File: src/rtl/aes_round_sequencer.sv
// AES-128 round sequencer: drives key expansion, then steps the datapath through
// the pre-add, nine full rounds and the final round, with a held result handshake.
//
// state    | meaning
// IDLE     | accept a new key, or start a block once a key is loaded
// KEY_EXP  | chg_key held high while cur_round counts 0..KEY_CYCLES-1
// KEY_WAIT | wait for key_done, bounded by the KEY_TIMEOUT down-counter
// PRE_ADD  | load block, initial AddRoundKey (cur_round=0)
// ROUND    | full rounds 1..NUM_ROUNDS-1
// FINAL    | last round, no MixColumns (cur_round=NUM_ROUNDS)
// OUT      | hold out_valid until out_ready
module aes_round_sequencer #(
  parameter int NUM_ROUNDS  = 10,
  parameter int KEY_CYCLES  = NUM_ROUNDS + 1,
  parameter int KEY_TIMEOUT = 32
) (
  input  logic         clk,
  input  logic         n_rst,
  input  logic         key_valid,
  input  logic [127:0] key_in,
  output logic         key_ready,
  input  logic         blk_valid,
  output logic         blk_ready,
  output logic         chg_key,
  output logic [127:0] key_out,
  input  logic         key_done,
  output logic [3:0]   cur_round,
  output logic         pre_add_en,
  output logic         round_en,
  output logic         final_round,
  output logic         out_valid,
  input  logic         out_ready,
  output logic         busy,
  output logic         key_err
);

  localparam int TW = $clog2(KEY_TIMEOUT + 1);

  typedef enum logic [2:0] {
    IDLE, KEY_EXP, KEY_WAIT, PRE_ADD, ROUND, FINAL, OUT
  } state_t;

  state_t        state;
  logic          key_loaded;
  logic [TW-1:0] wait_tmr;

  assign key_ready = (state == IDLE);
  assign blk_ready = (state == IDLE) & key_loaded & ~key_valid;
  assign busy      = (state != IDLE);

  always_ff @(posedge clk or negedge n_rst) begin
    if (!n_rst) begin
      state       <= IDLE;
      key_loaded  <= 1'b0;
      key_err     <= 1'b0;
      key_out     <= '0;
      cur_round   <= '0;
      chg_key     <= 1'b0;
      pre_add_en  <= 1'b0;
      round_en    <= 1'b0;
      final_round <= 1'b0;
      out_valid   <= 1'b0;
      wait_tmr    <= '0;
    end else begin
      case (state)
        IDLE: begin
          // a key offered alongside a block wins; blk_ready is already low
          if (key_valid) begin
            state      <= KEY_EXP;
            key_out    <= key_in;
            key_err    <= 1'b0;
            key_loaded <= 1'b0;
            chg_key    <= 1'b1;
            cur_round  <= '0;
          end else if (blk_valid && blk_ready) begin
            state      <= PRE_ADD;
            pre_add_en <= 1'b1;
            cur_round  <= '0;
          end
        end
        KEY_EXP: begin
          if (cur_round == 4'(KEY_CYCLES - 1)) begin
            state     <= KEY_WAIT;
            chg_key   <= 1'b0;
            cur_round <= '0;
            wait_tmr  <= TW'(KEY_TIMEOUT - 1);
          end else begin
            cur_round <= cur_round + 4'd1;
          end
        end
        KEY_WAIT: begin
          // key_done on the terminal-count cycle still counts as success
          if (key_done) begin
            key_loaded <= 1'b1;
            state      <= IDLE;
          end else if (wait_tmr == '0) begin
            key_err <= 1'b1;
            state   <= IDLE;
          end else begin
            wait_tmr <= wait_tmr - 1'b1;
          end
        end
        PRE_ADD: begin
          state      <= ROUND;
          pre_add_en <= 1'b0;
          round_en   <= 1'b1;
          cur_round  <= 4'd1;
        end
        ROUND: begin
          if (cur_round == 4'(NUM_ROUNDS - 1)) begin
            state       <= FINAL;
            final_round <= 1'b1;
            cur_round   <= 4'(NUM_ROUNDS);
          end else begin
            cur_round <= cur_round + 4'd1;
          end
        end
        FINAL: begin
          state       <= OUT;
          round_en    <= 1'b0;
          final_round <= 1'b0;
          out_valid   <= 1'b1;
        end
        OUT: begin
          if (out_ready) begin
            state     <= IDLE;
            out_valid <= 1'b0;
            cur_round <= '0;
          end
        end
        default: state <= IDLE;
      endcase
    end
  end

endmodule
File: config.mk
export PLATFORM = sky130hd
export DESIGN_NAME = aes_round_sequencer
export DESIGN_NICKNAME = d
export VERILOG_FILES = /design/src/rtl/aes_round_sequencer.sv
export SDC_FILE = /design/constraint.sdc
export NUM_CORES = 1
export LEC_CHECK = 0
export CAP_MARGIN = 10
export CORE_UTILIZATION = 46
export DETAILED_ROUTE_END_ITERATION = 16
export PLACE_DENSITY_LB_ADDON = 0.15
export SLEW_MARGIN = 10
export SYNTH_ARGS = -nofsm -noshare
export SYNTH_HDL_FRONTEND = slang
export SYNTH_SLANG_ARGS = --single-unit
File: constraint.sdc
create_clock -name clk -period 4.76 [get_ports clk]
set_input_delay 0.714 -clock clk [delete_from_list [all_inputs] [get_ports clk]]
set_output_delay 0.714 -clock clk [all_outputs]
set_load 0.05 [all_outputs]
### Word-level counts from Yosys, hierarchy flattened

Index checks and enable logic that the tools add are counted.

| word-level totals | value |
|---|---|
| bits of input ports | 134 |
| word-level logic and storage cells | 93 |
| register bits after elaboration | 148 |
| output and inout port bits | 141 |

| cells by class | value |
|---|---|
| eq/ne operators | 20 |
| bitwise operators | 3 |
| mux-type cells | 35 |
| add/subtract/negate cells | 2 |
| reductions and logical operators | 22 |

Operators with widths:

| cell | count |
|---|---|
| 3-bit two-way mux | 7 |
| 3-bit one-hot mux with 7 select lines | 1 |
| 4-bit two-way mux | 5 |
| 4-bit one-hot mux with 5 select lines | 1 |
| 6-bit two-way mux | 3 |
| 2-bit inequality test, second input constant | 9 |
| 1-bit one-hot mux with 2 select lines | 7 |
| 2-bit nonzero test | 7 |
| 6-bit one-hot mux with 2 select lines | 1 |
| 3-bit AND reduction | 4 |
| 1-bit two-way mux | 10 |
| 3-bit == test, second input constant | 3 |
| 4-bit == test, second input constant | 2 |
| 4-bit AND reduction | 2 |
| 3-bit by 2-bit == test with 1-bit output, second input constant | 2 |
| 6-bit logical NOT | 1 |
| 2-bit AND reduction | 3 |
| 6-bit by 1-bit subtractor with 6-bit output, second input constant | 1 |
| 5-bit AND reduction | 1 |
| 5-bit nonzero test | 1 |
| 4-bit by 1-bit adder with 4-bit output, second input constant | 1 |
| 3-bit by 1-bit == test with 1-bit output, second input constant | 1 |
| 3-bit logical NOT | 1 |
| 3-bit by 2-bit inequality test with 1-bit output, second input constant | 1 |
| other kinds (6) | 7 |

### Longest topological paths before layout

Gate-level depths: netlist of the first run.

| logic depth | value |
|---|---|
| word-level depth | 7 |
| mapped depth | 7 |
| depth with buffers taken out | 6 |

### Worst setup path before layout of the first run

No wires, ideal clock.

| path | value |
|---|---|
| path kind | reg2out |
| from | register state[0] |
| to | output busy |
| data required time | 4046 ps |
| arrival | 1634 ps |
| setup slack | 2412 ps |
| stages on the path, launching flop included | 4 |
| cell sequence | dfrtp_1 -> buf_6 -> nor3_2 -> inv_1 |

| on the way | value |
|---|---|
| word-level cells in the longest chain between the ends | 1 |

RTL lines:

| element | line | RTL |
|---|---|---|
| start, declared | 43 | `state_t state;` |
| start signal, assigned | 53 | `state <= IDLE;` |
| start signal, assigned | 69 | `state <= KEY_EXP;` |
| start signal, assigned | 76 | `state <= PRE_ADD;` |
| 3-bit nonzero test | 49 | `assign busy = (state != IDLE);` |
| end, declared | 33 | `output logic busy,` |

No other way between the ends.

### Worst setup path in the final report of the first run

| path | value |
|---|---|
| from | register state[1] |
| to | output blk_ready |

| on the way | value |
|---|---|
| word-level cells in the longest chain between the ends | 3 |

RTL lines:

| element | line | RTL |
|---|---|---|
| 3-bit logical NOT | 48 | `assign blk_ready = (state == IDLE) & key_loaded & ~key_valid;` |
| 1-bit AND (2 in series) | 48 |  |
| end, declared | 23 | `output logic blk_ready,` |

No other way between the ends.

==> results of run 1 <==
[critical path: cells and delay by family (launching register included)]
kind | cells | cell delay, ps
simple gates | 2 | 630
flops | 1 | 580
buf+inv | 1 | 800
[registers in the layout, summed over array words and instances (netlist names)]
register,count
out_valid,1
key_out,128
pre_add_en,1
final_round,1
state,3
key_err,1
chg_key,1
key_loaded,1
cur_round,4
wait_tmr,6
round_en,1
[cells by family after synthesis]
| family | Yosys count |
|---|---|
| multiplexers | 132 |
| buffers and inverters | 28 |
| adder cells (fa/ha/maj) | 5 |
| AND/OR/NAND/NOR | 49 |
| AO/OA/AOI/OAI | 35 |
| flip-flops | 148 |
[synthesized netlist by cell type (2+ instances only)]
| master | n | area share (%) |
|---|---|---|
| a211oi_1 | 2 | 0.23 |
| a21o_1 | 3 | 0.35 |
| o21ai_0 | 5 | 0.39 |
| nor3b_1 | 4 | 0.47 |
| nor3_2 | 2 | 0.31 |
| buf_2 | 2 | 0.16 |
| nand2_1 | 11 | 0.64 |
| inv_1 | 7 | 0.41 |
| a31oi_1 | 2 | 0.20 |
| o21ai_2 | 2 | 0.27 |
| buf_4 | 5 | 0.59 |
| and2_1 | 3 | 0.29 |
| nor2_1 | 8 | 0.47 |
| o211ai_1 | 2 | 0.23 |
| mux2_2 | 41 | 7.2 |
| nand3_1 | 2 | 0.16 |
| or4b_1 | 2 | 0.31 |
| ha_1 | 5 | 0.98 |
| mux2_4 | 88 | 21 |
| buf_12 | 9 | 2.8 |
| o2bb2ai_1 | 2 | 0.27 |
| a21oi_1 | 8 | 0.62 |
| and3_1 | 2 | 0.20 |
| dfrtp_1 | 148 | 58 |
| nor3_1 | 4 | 0.31 |
| mux2i_1 | 3 | 0.47 |
| nand3b_1 | 2 | 0.23 |
| nand2b_1 | 3 | 0.29 |
[final cells by class]
| class | count | share of cell area, % |
|---|---|---|
| timing repair buffer | 278 | 28.5 |
| clock inverter | 9 | 1.29 |
| tap | 176 | 2.25 |
| inverter | 8 | 0.307 |
| clock buffer | 23 | 4.89 |
| sequential | 148 | 37.9 |
| multi-input combinational | 221 | 24.8 |
[per-layer routing]
metal / vias to the layer above / track usage, %
met2: 199 / 38.1
li1: 1961 / -
met5: - / 0
met1: 2133 / 28.1
met3: 28 / 7.13
met4: 0 / 10.9
[cell usage in the layout (no fill, tap or decap), drive strengths merged, types with 2 or more instances in the layout]
cell type | Yosys | final
a211oi | 3 | 3
a21o | 3 | 3
a21oi | 8 | 8
a31oi | 2 | 2
and2 | 3 | 3
and3 | 2 | 2
buf | 19 | 5
bufinv | 0 | 3
clkbuf | 1 | 23
clkdlybuf4s50 | 0 | 273
clkinv | 0 | 5
dfrtp | 148 | 148
ha | 5 | 5
inv | 8 | 8
mux2 | 129 | 129
mux2i | 3 | 3
nand2 | 11 | 11
nand2b | 3 | 3
nand3 | 2 | 2
nand3b | 2 | 2
nor2 | 8 | 8
nor3 | 6 | 6
nor3b | 4 | 4
o211ai | 2 | 2
o21ai | 7 | 7
o2bb2ai | 2 | 2
or4b | 3 | 3
[worst max path at each step]
stage / depth (start not counted) / endpoint / start / slack [ps]
after detailed placement: 4 / blk_ready / key_valid / 1740
after floorplan: 3 / busy / state[0] / 2410
after global placement: 4 / blk_ready / key_valid / 1750
after global routing: 3 / blk_ready / state[1] / 1510
final: 3 / blk_ready / state[1] / 1630
after CTS: 3 / blk_ready / state[1] / 1610
[through the flow]
stage | instance area (um^2) | cells | hold WS, ps
4_1_cts | 9770 | 863 | 318
3_3_place_gp | 9160 | 831 | 466
6_report | 9770 | 863 | 289
2_1_floorplan | 6410 | 397 | 418
5_1_grt | 9770 | 863 | 343
3_5_place_dp | 9160 | 831 | 471
[where the power goes]
group          switching (mW)  internal [mW]  total [mW]
clock network           0.493          0.863        1.36
logic                    2.98           2.01        4.99
registers               0.425           1.88        2.30
==> key figures, run 1 <==
Status
  – Outcome: complete, no violations

Setup path
  – Reg-to-reg setup timing slack: 2080 ps
  – Endpoint class of the critical path: output pin
  – Beginning of the worst register-to-register path: state[2]
  – Largest fanout on the critical path: 16
  – CP peak stage delay: roughly 800 ps
  – Required @ worst endpoint: 4050 ps
  – Cell chain of the critical path: nor2_1, and3_1, clkdlybuf4s50_1
  – Critical-path top delay cell: clkdlybuf4s50_1
  – Type of element launching the critical path: flip-flop
  – Critical R2R Capture: key_out[50]
  – Critical path start-end classification: reg2out
  – Data arrival time of the critical path: between 2000 and 2500 ps
  – Worst-case reg-to-reg path depth: 4

Place
  – Number of buffers inserted by port buffering: 274
  – Final GP Congestion: slightly above 0.8
  – Post-Place Worst Slack: 1740 ps
  – Post-DP HPWL: approximately 12 mm

Synthesis
  – Synth warnings: 0
  – Count of distinct cell types in the synthesized netlist: 48
  – Mapped cell area: approximately 6400 um^2
  – EDFF count, synth: 0
  – Post-synthesis average cell area: ~16 um^2
  – Ys async rst share: 100%
  – Compound-gate portion of the synthesized area: 3.80%
  – Largest family of logic cells by synthesized area: multiplexers
  – Sequential-to-total area share from yosys stat: ~58%
  – Share of synthesized area spent on multiplexers: around 28%
  – Commonest register cell after synthesis: dfrtp_1
  – Number of synthesized register bits: 148
  – Synthesized Nets: around 540
  – Gate count after technology mapping: approximately 400
  – Synthesized-area fraction occupied by xor and xnor cells: 0%
  – Share of synthesized cell area in and, or, nand and nor gates: roughly 4.7%
  – Fraction of the mapped netlist area in adder cells: less than 1%

CTS
  – Clock tree sinks: approximately 150
  – Buffer type at the clock tree root: clkbuf_16
  – Insertion delay to the later sink of the worst-skew pair: 410 ps
  – Clock Path Buffers: 2
  – Post-CTS sizing: 0
  – # H-tree levels: 4
  – CTS tree: built
  – Cts-stage hold buffer count: 0
  – Number of buffers created by CTS: 17
  – Register clock-pin slew on the reported worst setup and hold paths: roughly 60 ps
  – Setup fix buffers added after clock tree synthesis: 0

STA
  – Final setup violating endpoints: 0
  – Setup tns final: 0 ps
  – Crit path time final: 3130 ps
  – Final worst clock skew: between 5 and 6 ps
  – Transition time of the tightest slew-check pin: roughly 760 ps
  – Final hold violation count: 0
  – Max-Slew Margin vs Limit: between 40% and 50%
  – RSZ-0062 raised after global routing: false
  – Minimum setup slack in the final design: about 1600 ps
  – Part of the cycle the worst path needs: about two thirds
  – F_max: around 320 MHz
  – Max-slew violation count: 0

Floorplanning
  – Initial core utilization: a little under half
  – Core Footprint: roughly 13,000 um^2
  – Site row count: 42
  – # IOs: about 280
  – Die Footprint: between 10,000 and 15,000 um^2
  – Width of the chip: between 100 and 150 um
  – Y dimension of the die: 120 um

Flow run
  – Max Cap Viol: 0

Routing
  – First-iteration detailed-routing DRC count: around 210
  – Antenna violation net count after detailed routing: 0
  – Number of vias in the routed layout: 4,321
  – Length of routed wiring on met1: 6.57 mm
  – Routed wire length on met2: 8.17 mm
  – Per-cell routed wire length: between 15 and 20 um
  – Vias per Instance: 5.01
  – DRC violations left: 0
  – Length of routed met3 wiring: between 1 and 1.5 mm
  – Final Routed Wirelength: approximately 16 mm
  – Uppermost routed layer: met4
  – Detailed-router iteration count before antenna repair: 4

Cells and area
  – Fraction of layout instances using a drive strength above 1: between 20 and 30%
  – Filler Cells Inserted: around 880
  – Inserted Diodes: 0
  – Register Area: between 3000 and 4000 um^2
  – Final Util: between 70% and 80%
  – Area added between synthesis and finish: 52.3%
  – Net total in the final layout: approximately 800
  – Multi-input gate area: roughly 2400 um^2

Global routing
  – Tot GR Track Use: between 20% and 30%
  – Remaining Overflow, GRT: 0
  – Via count of the first global-routing pass: about 4,600
  – Number of antenna violations at the first check in global routing: 0
  – Wire length of the first global-routing pass: 25.2 mm
  – Largest net degree at the start of global routing: 75

Min path
  – Hold Crit Class: in2async

Pwr
  – Worst voltage drop across the vdd grid: roughly 0.00062 V
  – PD cells: between 800 and 900 nW/um^2
  – Leakage power: around 4.2 nW
  – Final Total Pwr: 8.65 mW
No activity file was read; power rests on OpenSTA's default activity.
==> run 2, diff against run 1 <==
--- a/config.mk
+++ b/config.mk
@@ -6,7 +6,7 @@
 export NUM_CORES = 1
 export LEC_CHECK = 0
 export CAP_MARGIN = 10
-export CORE_UTILIZATION = 46
+export CORE_UTILIZATION = 43
 export DETAILED_ROUTE_END_ITERATION = 16
 export PLACE_DENSITY_LB_ADDON = 0.15
 export SLEW_MARGIN = 10
==> constraint.sdc (replaced) <==
create_clock -name clk -period 2.9 [get_ports clk]
set_input_delay 0.435 -clock clk [delete_from_list [all_inputs] [get_ports clk]]
set_output_delay 0.435 -clock clk [all_outputs]
set_load 0.05 [all_outputs]
==> run 2 against run 1 <==
Register-to-register slack got worse by 1200 ps. Die area is 6.9% higher. Global-route usage is 2.5 points lower. Routed wire length fell by 1.7%. Cell area up 0.61%. Clock power grew 56%. Sequential cell count unchanged. Clock-buffer cell count fell by 2. Utilization down 5.3 points. Clock skew up 7.5 ps.
==> key figures, run 2 (synthesis results as in run 1) <==
Floorplanning
  – Width of the chip: 124 um (+3.4%)
  – Die Footprint: 15,400 um^2 (+6.9%)
  – Site row count: 44 (+4.8%)
  – Initial core utilization: 44.1% (-3.7 points)
  – # IOs: 275 (unchanged)
  – Y dimension of the die: 124 um (+3.4%)
  – Core Footprint: 14,500 um^2 (+8.5%)

Setup path
  – Required @ worst endpoint: 2470 ps (-1580 ps)
  – Data arrival time of the critical path: 2110 ps (-310 ps)
  – Beginning of the worst register-to-register path: state[1]
  – Largest fanout on the critical path: 6 (-10)
  – Type of element launching the critical path: flip-flop
  – Critical R2R Capture: key_out[24]
  – Endpoint class of the critical path: output pin
  – Reg-to-reg setup timing slack: 920 ps (-1160 ps)
  – Worst-case reg-to-reg path depth: 5 (+1)
  – Critical path start-end classification: reg2out

Flow run
  – Max Cap Viol: 0 (unchanged)

STA
  – F_max: just under 400 MHz
  – Max-Slew Margin vs Limit: 50.8% (+1.3 points)
  – Final setup violating endpoints: 0 (unchanged)
  – Part of the cycle the worst path needs: between 80% and 90%
  – Transition time of the tightest slew-check pin: 738 ps (-19.0 ps)
  – Final worst clock skew: 13.3 ps (+7.54 ps)
  – Max-slew violation count: 0 (unchanged)
  – Crit path time final: around 2500 ps
  – Minimum setup slack in the final design: 356 ps (-1270 ps)
  – Setup tns final: 0 ps (unchanged)
  – RSZ-0062 raised after global routing: false
  – Final hold violation count: 0 (unchanged)

Min path
  – Hold Crit Class: in2async

Routing
  – Final Routed Wirelength: 16.2 mm (-1.7%)
  – First-iteration detailed-routing DRC count: 201 (-5.6%)
  – Detailed-router iteration count before antenna repair: 6 (+2)
  – DRC violations left: 0 (unchanged)
  – Vias per Instance: 4.93 (-1.4%)
  – Per-cell routed wire length: 18.5 um (-3.0%)
  – Antenna violation net count after detailed routing: 0 (unchanged)
  – Number of vias in the routed layout: 4,313 (-0.19%)

Cells and area
  – Most common library cell in the layout ignoring fill and taps: clkdlybuf4s50_1
  – Fraction of layout instances using a drive strength above 1: 25.7% (+0.47 points)
  – Largest register FFs: 128 (unchanged)
  – Most frequent cells in the layout: clkdlybuf4s50_1 (273), dfrtp_1 (148), mux2_4 (88), mux2_2 (41), clkbuf_16 (17)
  – Filler Cells Inserted: 1,044 (+18%)
  – Net total in the final layout: 818 (+0.62%)
  – Final Util: 67.6% (-5.3 points)
  – Inserted Diodes: 0 (unchanged)
  – Area added between synthesis and finish: 53.2%
  – Largest registers in the final layout: key_out (128), wait_tmr (6), cur_round (4)
  – Largest reg by FF count: key_out

Global routing
  – Via count of the first global-routing pass: 4,259 (-6.9%)
  – Number of antenna violations at the first check in global routing: 0 (unchanged)
  – Wire length of the first global-routing pass: 23.4 mm (-6.9%)
  – Tot GR Track Use: 20.8% (-2.5 points)
  – Remaining Overflow, GRT: 0 (unchanged)
  – Largest net degree at the start of global routing: 76 (+1.3%)

Pwr
  – Final Total Pwr: 14.1 mW (+63%)
  – Leakage power: 4.19 nW (+0.35%)
  – PD cells: 1440 nW/um^2 (+62%)
  – Worst voltage drop across the vdd grid: 0.000852 V (+38%)

CTS
  – Clock tree sinks: 148 (unchanged)
  – CTS tree: built
  – Post-CTS sizing: 0 (unchanged)
  – Cts-stage hold buffer count: 0 (unchanged)
  – Insertion delay to the later sink of the worst-skew pair: 420 ps (about the same)
  – Buffer type at the clock tree root: clkbuf_16
  – Register clock-pin slew on the reported worst setup and hold paths: 60 ps (about the same)
  – Number of buffers created by CTS: 17 (unchanged)
  – # H-tree levels: 4 (unchanged)
  – Setup fix buffers added after clock tree synthesis: 0 (unchanged)
  – Clock Path Buffers: 2 (unchanged)

Place
  – Post-Place Worst Slack: 475 ps (-1270 ps)
  – Final GP Congestion: 0.814 (+0.82%)
  – Number of buffers inserted by port buffering: 274 (unchanged)
  – Post-DP HPWL: 11.6 mm (-1.7%)

Status
  – Outcome: complete, no violations
## run 2: cell count changes in the layout (fill, tap and decap cells not counted), sizes merged
cell,previous run,this run
buf,5,10
bufinv,3,2
clkinvlp,1,3
clkbuf,23,21
clkinv,5,4
## run 2: worst max path at each step
stage	startpoint	end	slack [ps]	cells past startpoint
2_1_floorplan	state[0]	key_out[11]	640	7
3_5_place_dp	key_valid	blk_ready	470	4
6_report	state[1]	blk_ready	360	3
5_1_grt	state[1]	blk_ready	250	3
4_1_cts	state[1]	blk_ready	350	3
3_3_place_gp	key_valid	blk_ready	460	4
## run 2: final cells by class
cell class / instances / area (um^2) / area share, %
sequential: 148 / 3700 / 37.7
timing repair buffer: 283 / 2870 / 29.2
multi-input combinational: 221 / 2420 / 24.6
clock buffer: 21 / 460 / 4.69
tap: 184 / 230 / 2.34
clock inverter: 9 / 106 / 1.08
inverter: 8 / 30.0 / 0.306
## run 2: where the power goes
part,internal (mW),switching (mW)
Combinational,3.36,4.94
Sequential,3.09,0.605
Clock,1.30,0.827
## run 2: worst max-delay path, cell delays in order, from the launching register on
cell             delay [ps]
dfrtp_1                 370
nor2_1                  300
and3_1                  220
clkdlybuf4s50_1         800
## run 2: metrics by stage
step,hold WS (ps),instance area (um^2),std cells
finish,56.9,9830,874
CTS,72.6,9830,874
floorplan,139,6410,397
global route,109,9830,874
global placement,464,9260,844
detailed placement,484,9260,844
## run 2: metal layers
metal  up-vias  part of all wire [%]  GRT usage, %
met4         0                  0.74          6.77
li1       1977                     -             -
met1      2157                    41          25.4
met5         -                     0             0
met2       170                    50          33.9
met3         9                   7.8          7.60
==> run 3, diff against run 2 <==
--- a/config.mk
+++ b/config.mk
@@ -5,7 +5,8 @@
 export SDC_FILE = /design/constraint.sdc
 export NUM_CORES = 1
 export LEC_CHECK = 0
-export CAP_MARGIN = 10
+export ABC_CLOCK_PERIOD_IN_PS = 2900
+export CAP_MARGIN = 5
 export CORE_UTILIZATION = 43
 export DETAILED_ROUTE_END_ITERATION = 16
 export PLACE_DENSITY_LB_ADDON = 0.15
==> results of run 3 <==
The final DEF is identical to that of run 2; final timing and power are the same.
